<file path="src/rtl/ms_serial_rx.sv">
// Serial-mouse receive half of the emulated COM port: 16x oversampled UART RX into a small FIFO.
// Latency: 2 clk sync + <=1 tick start jitter; FIFO write one clk after the stop-bit vote.
// Backpressure: none on the line; a character arriving with the FIFO full is dropped and flags overrun_err.
module ms_serial_rx #(
  parameter int CLKFREQ    = 50_000_000,
  parameter int BAUD       = 1200,
  parameter int FIFO_DEPTH = 4
) (
  input  logic                          clk,
  input  logic                          reset,
  input  logic                          rxd,
  input  logic                          wlen,
  input  logic                          rd_strobe,
  input  logic                          err_clr,
  output logic [7:0]                    rx_data,
  output logic                          rx_valid,
  output logic [$clog2(FIFO_DEPTH):0]   rx_count,
  output logic                          framing_err,
  output logic                          overrun_err,
  output logic                          busy
);

  localparam int TICK = CLKFREQ / (BAUD * 16);
  localparam int TW   = (TICK > 1) ? $clog2(TICK) : 1;
  localparam int AW   = $clog2(FIFO_DEPTH);
  localparam logic [AW:0] PTR_ONE = (AW+1)'(1);

  localparam logic [1:0] S_IDLE  = 2'd0;
  localparam logic [1:0] S_START = 2'd1;
  localparam logic [1:0] S_DATA  = 2'd2;
  localparam logic [1:0] S_STOP  = 2'd3;

  logic [TW-1:0] tcnt;
  logic          tick;
  logic          rx_meta, rxs;
  logic [1:0]    state;
  logic [3:0]    sc;
  logic [2:0]    bc;
  logic [1:0]    samp;      // samples taken at sc==7 (bit 1) and sc==8 (bit 0)
  logic [7:0]    sh;
  logic          w8;
  logic          got_bit;   // a data bit has been voted in the current bit window
  logic          vote;
  logic          last_bit;
  logic          push_pend;
  logic [7:0]    push_dat;
  logic          frame_set;

  logic [7:0]    mem [FIFO_DEPTH];
  logic [AW:0]   wptr, rptr;
  logic          empty, full, pop_ok, push_ok, ovf;

  assign tick     = (tcnt == TW'(TICK - 1));
  assign vote     = (samp[1] & samp[0]) | (samp[1] & rxs) | (samp[0] & rxs);
  assign last_bit = w8 ? (bc == 3'd7) : (bc == 3'd6);
  assign busy     = (state != S_IDLE);

  // Free-running oversample tick generator, wraps 0..TICK-1.
  always_ff @(posedge clk) begin
    if (reset)     tcnt <= '0;
    else if (tick) tcnt <= '0;
    else           tcnt <= tcnt + TW'(1);
  end

  // Two-flop synchronizer on the asynchronous line; idles high.
  always_ff @(posedge clk) begin
    if (reset) begin
      rx_meta <= 1'b1;
      rxs     <= 1'b1;
    end else begin
      rx_meta <= rxd;
      rxs     <= rx_meta;
    end
  end

  // Receive FSM: start-glitch rejection, 3-sample majority per bit, stop-bit check.
  always_ff @(posedge clk) begin
    if (reset) begin
      state     <= S_IDLE;
      sc        <= 4'd0;
      bc        <= 3'd0;
      samp      <= 2'b11;
      sh        <= 8'h00;
      w8        <= 1'b0;
      got_bit   <= 1'b0;
      push_pend <= 1'b0;
      push_dat  <= 8'h00;
      frame_set <= 1'b0;
    end else begin
      push_pend <= 1'b0;
      frame_set <= 1'b0;
      if (tick) begin
        samp <= {samp[0], rxs};
        sc   <= sc + 4'd1;
        case (state)
          S_IDLE: begin
            if (!rxs) begin
              state <= S_START;
              sc    <= 4'd0;
            end
          end
          S_START: begin
            if (sc == 4'd9) begin
              if (!vote) begin
                state   <= S_DATA;
                bc      <= 3'd0;
                w8      <= wlen;
                got_bit <= 1'b0;
              end else begin
                state <= S_IDLE;
              end
            end
          end
          S_DATA: begin
            if (sc == 4'd9) begin
              sh      <= {vote, sh[7:1]};
              got_bit <= 1'b1;
            end
            // The tail of the start-bit window also passes sc==15; only count
            // windows that actually carried a data bit.
            if (sc == 4'd15 && got_bit) begin
              got_bit <= 1'b0;
              if (last_bit) state <= S_STOP;
              else          bc    <= bc + 3'd1;
            end
          end
          S_STOP: begin
            // Leave at the vote so a following start edge is never missed.
            if (sc == 4'd9) begin
              state <= S_IDLE;
              if (vote) begin
                push_pend <= 1'b1;
                push_dat  <= w8 ? sh : {1'b0, sh[7:1]};
              end else begin
                frame_set <= 1'b1;
              end
            end
          end
          default: state <= S_IDLE;
        endcase
      end
    end
  end

  assign rx_count = wptr - rptr;
  assign empty    = (wptr == rptr);
  assign full     = (rx_count == (AW+1)'(FIFO_DEPTH));
  assign pop_ok   = rd_strobe & ~empty;
  assign push_ok  = push_pend & (~full | pop_ok);
  assign ovf      = push_pend & full & ~pop_ok;
  assign rx_valid = ~empty;
  assign rx_data  = empty ? 8'h00 : mem[rptr[AW-1:0]];

  // FIFO storage; contents are qualified by the pointers so need no reset.
  always_ff @(posedge clk) begin
    if (push_ok) mem[wptr[AW-1:0]] <= push_dat;
  end

  // FIFO pointers, one bit wider than the index for full/empty.
  always_ff @(posedge clk) begin
    if (reset) begin
      wptr <= '0;
      rptr <= '0;
    end else begin
      if (push_ok) wptr <= wptr + PTR_ONE;
      if (pop_ok)  rptr <= rptr + PTR_ONE;
    end
  end

  // Sticky error flags; a set in the same cycle as err_clr wins.
  always_ff @(posedge clk) begin
    if (reset) begin
      framing_err <= 1'b0;
      overrun_err <= 1'b0;
    end else begin
      if (frame_set)    framing_err <= 1'b1;
      else if (err_clr) framing_err <= 1'b0;
      if (ovf)          overrun_err <= 1'b1;
      else if (err_clr) overrun_err <= 1'b0;
    end
  end

endmodule

</file>
<file path="config.mk">
export PLATFORM = sky130hd
export DESIGN_NAME = ms_serial_rx
export DESIGN_NICKNAME = d
export VERILOG_FILES = /design/src/rtl/ms_serial_rx.sv
export SDC_FILE = /design/constraint.sdc
export NUM_CORES = 1
export LEC_CHECK = 0
export ABC_AREA = 1
export BUFFER_PORTS_ARGS = -buffer_cell sky130_fd_sc_hd__buf_4
export CAP_MARGIN = 20
export CORE_MARGIN = 8
export CORE_UTILIZATION = 35
export DETAILED_ROUTE_END_ITERATION = 10
export PLACE_DENSITY = 0.6
export SETUP_SLACK_MARGIN = 0.2
export SLEW_MARGIN = 20
export SYNTH_ARGS = -nofsm -noshare
export SYNTH_HDL_FRONTEND = slang
export SYNTH_SLANG_ARGS = --single-unit
</file>
<file path="constraint.sdc">
create_clock -name clk -period 5 [get_ports clk]
set_input_delay 0.75 -clock clk [delete_from_list [all_inputs] [get_ports clk]]
set_output_delay 0.75 -clock clk [all_outputs]
set_load 0.1 [all_outputs]
</file>
==> key figures <==
Pwr
  • Sequential share of power: ~53%
  • PD cells: 324 nW/um2
  • Max VDD drop: 0.132 mV
  • Total power: 1.41 mW
  • Combinational Power Share: between 10 and 15%
  • Clock network power share: 36.4%
  • Internal power: ~1.0 mW
  • Pleak: between 1.5 and 2 nW
  • NetSw: about 400 uW
  • Sw Ratio: 28.2%

Job
  • Max Cap Viol: 0

Synthesis
  • Yosys cell types: 35
  • Post-synthesis cell area: about 3900 um2
  • Post-synth top area share: between 20 and 30%
  • Post-synth net total: 463
  • Sequential area share after synthesis: 53.2%
  • Number of synthesis warnings: 0
  • Yosys reg bits: 87
  • Largest cells by area after synthesis: dfxtp_1 28%, edfxtp_1 25%, a21oi_1 6.6%, nor2_1 6.1%, nand2_1 5.9%
  • Post-synth top area cell: dfxtp_1
  • Avg Cell Area, Syn: between 8 and 9 um2
  • Post-Syn Instances: 445

Critical path
  • CP startpoint kind: flip-flop
  • Worst endpoint required time: between 4000 and 5000 ps
  • Crit Path Max Fanout: 8
  • Arrival @ worst endpoint: approximately 2100 ps
  • WS Path Type: reg -> out
  • Worst reg-to-reg setup slack: around 2500 ps
  • CP Capture Type: output pin

Floorplan
  • Die height: approximately 120 um
  • Cell Rows: 38
  • Core box area: 10800 um2
  • Die footprint: 14700 um2
  • Starting Density: 35.8%
  • Top Ports: 21
  • DIE WIDTH: 121 um

Clock network
  • Worst-path clk slew: 90 ps
  • Clk Latency, worst-skew pair: roughly 350 ps
  • CTS Hold Bufs: 0
  • Cts repair resizes: 0
  • Clk root buf: clkbuf_8
  • H-tree depth: 3
  • CTS tree: yes
  • CTS Buffer Depth: 2
  • Postcts setup bufs: 0
  • TritonCTS Sinks: 87
  • Cts bufs inserted: 9

Placement
  • DP HPWL: 5310 um
  • Placer Congestion: 0.801
  • Placed Instances: slightly below 600
  • IO Port Bufs: 20

Global routing
  • Initial antenna violation count: 0
  • Total grt overflow: 0
  • Largest net degree at the start of global routing: 20
  • Vias in the first global route: 2761
  • Global-route wire length before repair: 12600 um
  • Global Route Usage Sum: 10.3%

STA
  • Relative slew slack: roughly 52%
  • Slew @ Worst Pin: roughly 720 ps
  • Final min period: 2810 ps
  • # setup viols final: 0
  • Crit share post-route: between 50% and 60%
  • Fin. Hold Viols: 0
  • RSZ-0062 raised after global routing: no
  • Clk_skew: 11.5 ps
  • Hold WS: between 400 and 500 ps
  • Fmax: 0.356 GHz
  • Setup TNS Final: 0 ps
  • Final Max Slew Viols: 0

Layout
  • Final #Nets: 482
  • Commonest non-fill, non-tap cell in the layout: nor2_1
  • Most frequent cells in the layout: 63 x nor2_1, 61 x nand2_1, 55 x inv_1, 55 x dfxtp_1, 51 x a21oi_1
  • Layout cells sized above 1: between 10% and 20%
  • Fillers: approximately 1100
  • Synth-to-Final Area Change: 12.1%
  • Non-filler cells in the finished layout: around 610
  • # diodes: 0

Routing
  • Via count: 2810
  • DRT Pass-1 Iters: 4
  • Routed WL per cell: 11.9 um
  • DRC violations left: 0
  • Antenna violation net count after detailed routing: 0
  • Vias per cell: approximately 4.6
  • Drt initial violations: 114
  • Detailed Route WL: 7250 um

Hold path
  • Class of the worst hold path: reg -> reg

Outcome
  • Status: finished clean
==> layout make-up <==
class	instances	area, um2	share of cell area, %
Multi-Input combinational cell	290	1540	35.4
Tap cell	140	175	4.03
Clock buffer	9	124	2.85
Timing Repair Buffer	20	150	3.46
Inverter	56	210	4.84
Clock inverter	7	86.3	1.99
Sequential cell	87	2060	47.5
==> critical path, cell delays in order (launching register included) <==
cell	delay [ps]
dfxtp_1	390
inv_1	110
ha_1	340
nand2_1	80
inv_1	30
nand2_1	110
inv_1	160
a21oi_1	170
buf_4	310
==> registers in the layout, indices dropped and copies added, names as in the netlist, 2 cells and up, named ones only <==
register	flops
bc	3
tcnt	12
rptr	3
wptr	3
sc	4
sh	8
samp	2
mem	32
push_dat	8
==> layer usage <==
| layer | part of all wire [%] | global-route usage, % | up-vias |
|---|---|---|---|
| met4 | 0.79 | 4.16 | 0 |
| met2 | 46 | 16.9 | 31 |
| met5 | 0 | 0 | - |
| li1 | - | - | 1495 |
| met3 | 2.8 | 1.95 | 4 |
| met1 | 50 | 13.1 | 1280 |
==> power by group through the flow <==
stage	combinational (mW)	clock [mW]	sequential [mW]
3_5_place_dp	0.152	0	0.760
6_report	0.152	0.513	0.744
2_1_floorplan	0.127	0	0.754
3_3_place_gp	0.151	0	0.760
4_1_cts	0.153	0.530	0.744
5_1_grt	0.164	0.556	0.746
==> synth_stat cells (all sizes together) <==
| cell | n |
|---|---|
| nor2 | 72 |
| nand2 | 66 |
| inv | 56 |
| dfxtp | 55 |
| a21oi | 54 |
| o21ai | 37 |
| edfxtp | 32 |
| nand3 | 21 |
| ha | 11 |
| buf | 6 |
| clkbuf | 6 |
| or2 | 5 |
| xnor2 | 4 |
| nor3 | 3 |
| xor2 | 3 |
| a211oi | 2 |
| a22oi | 2 |
| nand3b | 2 |
| nand4 | 2 |
| o22ai | 2 |
| and2 | 1 |
| fa | 1 |
| mux2i | 1 |
| nor3b | 1 |
==> path summary, 6_finish.rpt <==
check | cells after the start | to | start
worst max-delay path | 8 | rx_data[5] | wptr[0]
worst min register to register | 1 | rxs | rx_meta
worst max register to register | 8 | mem[1][3] | wptr[0]
worst min-delay path | 1 | rxs | rx_meta
==> per-stage QoR <==
step / instance area (um2) / setup WS (ps) / utilization [%]
detailed placement: 4130 / 2460 / 38.1
CTS: 4340 / 2130 / 40.1
global route: 4340 / 1990 / 40.1
finish: 4340 / 2190 / 40.1
floorplan: 3880 / 901 / -
global placement: 4130 / 2600 / 38.1
==> cell families after synthesis <==
family,Yosys count,synth area share (%)
and+or+nand+nor,173,20.2
DFF,87,53.2
AOI/OAI and AO/OA,97,13.5
buffers and inverters,68,7.17
xor gates and xnor gates,7,1.58
adders and majority gates,12,4.07
muxes,1,0.258
No activity file was read; power rests on OpenSTA's default activity.
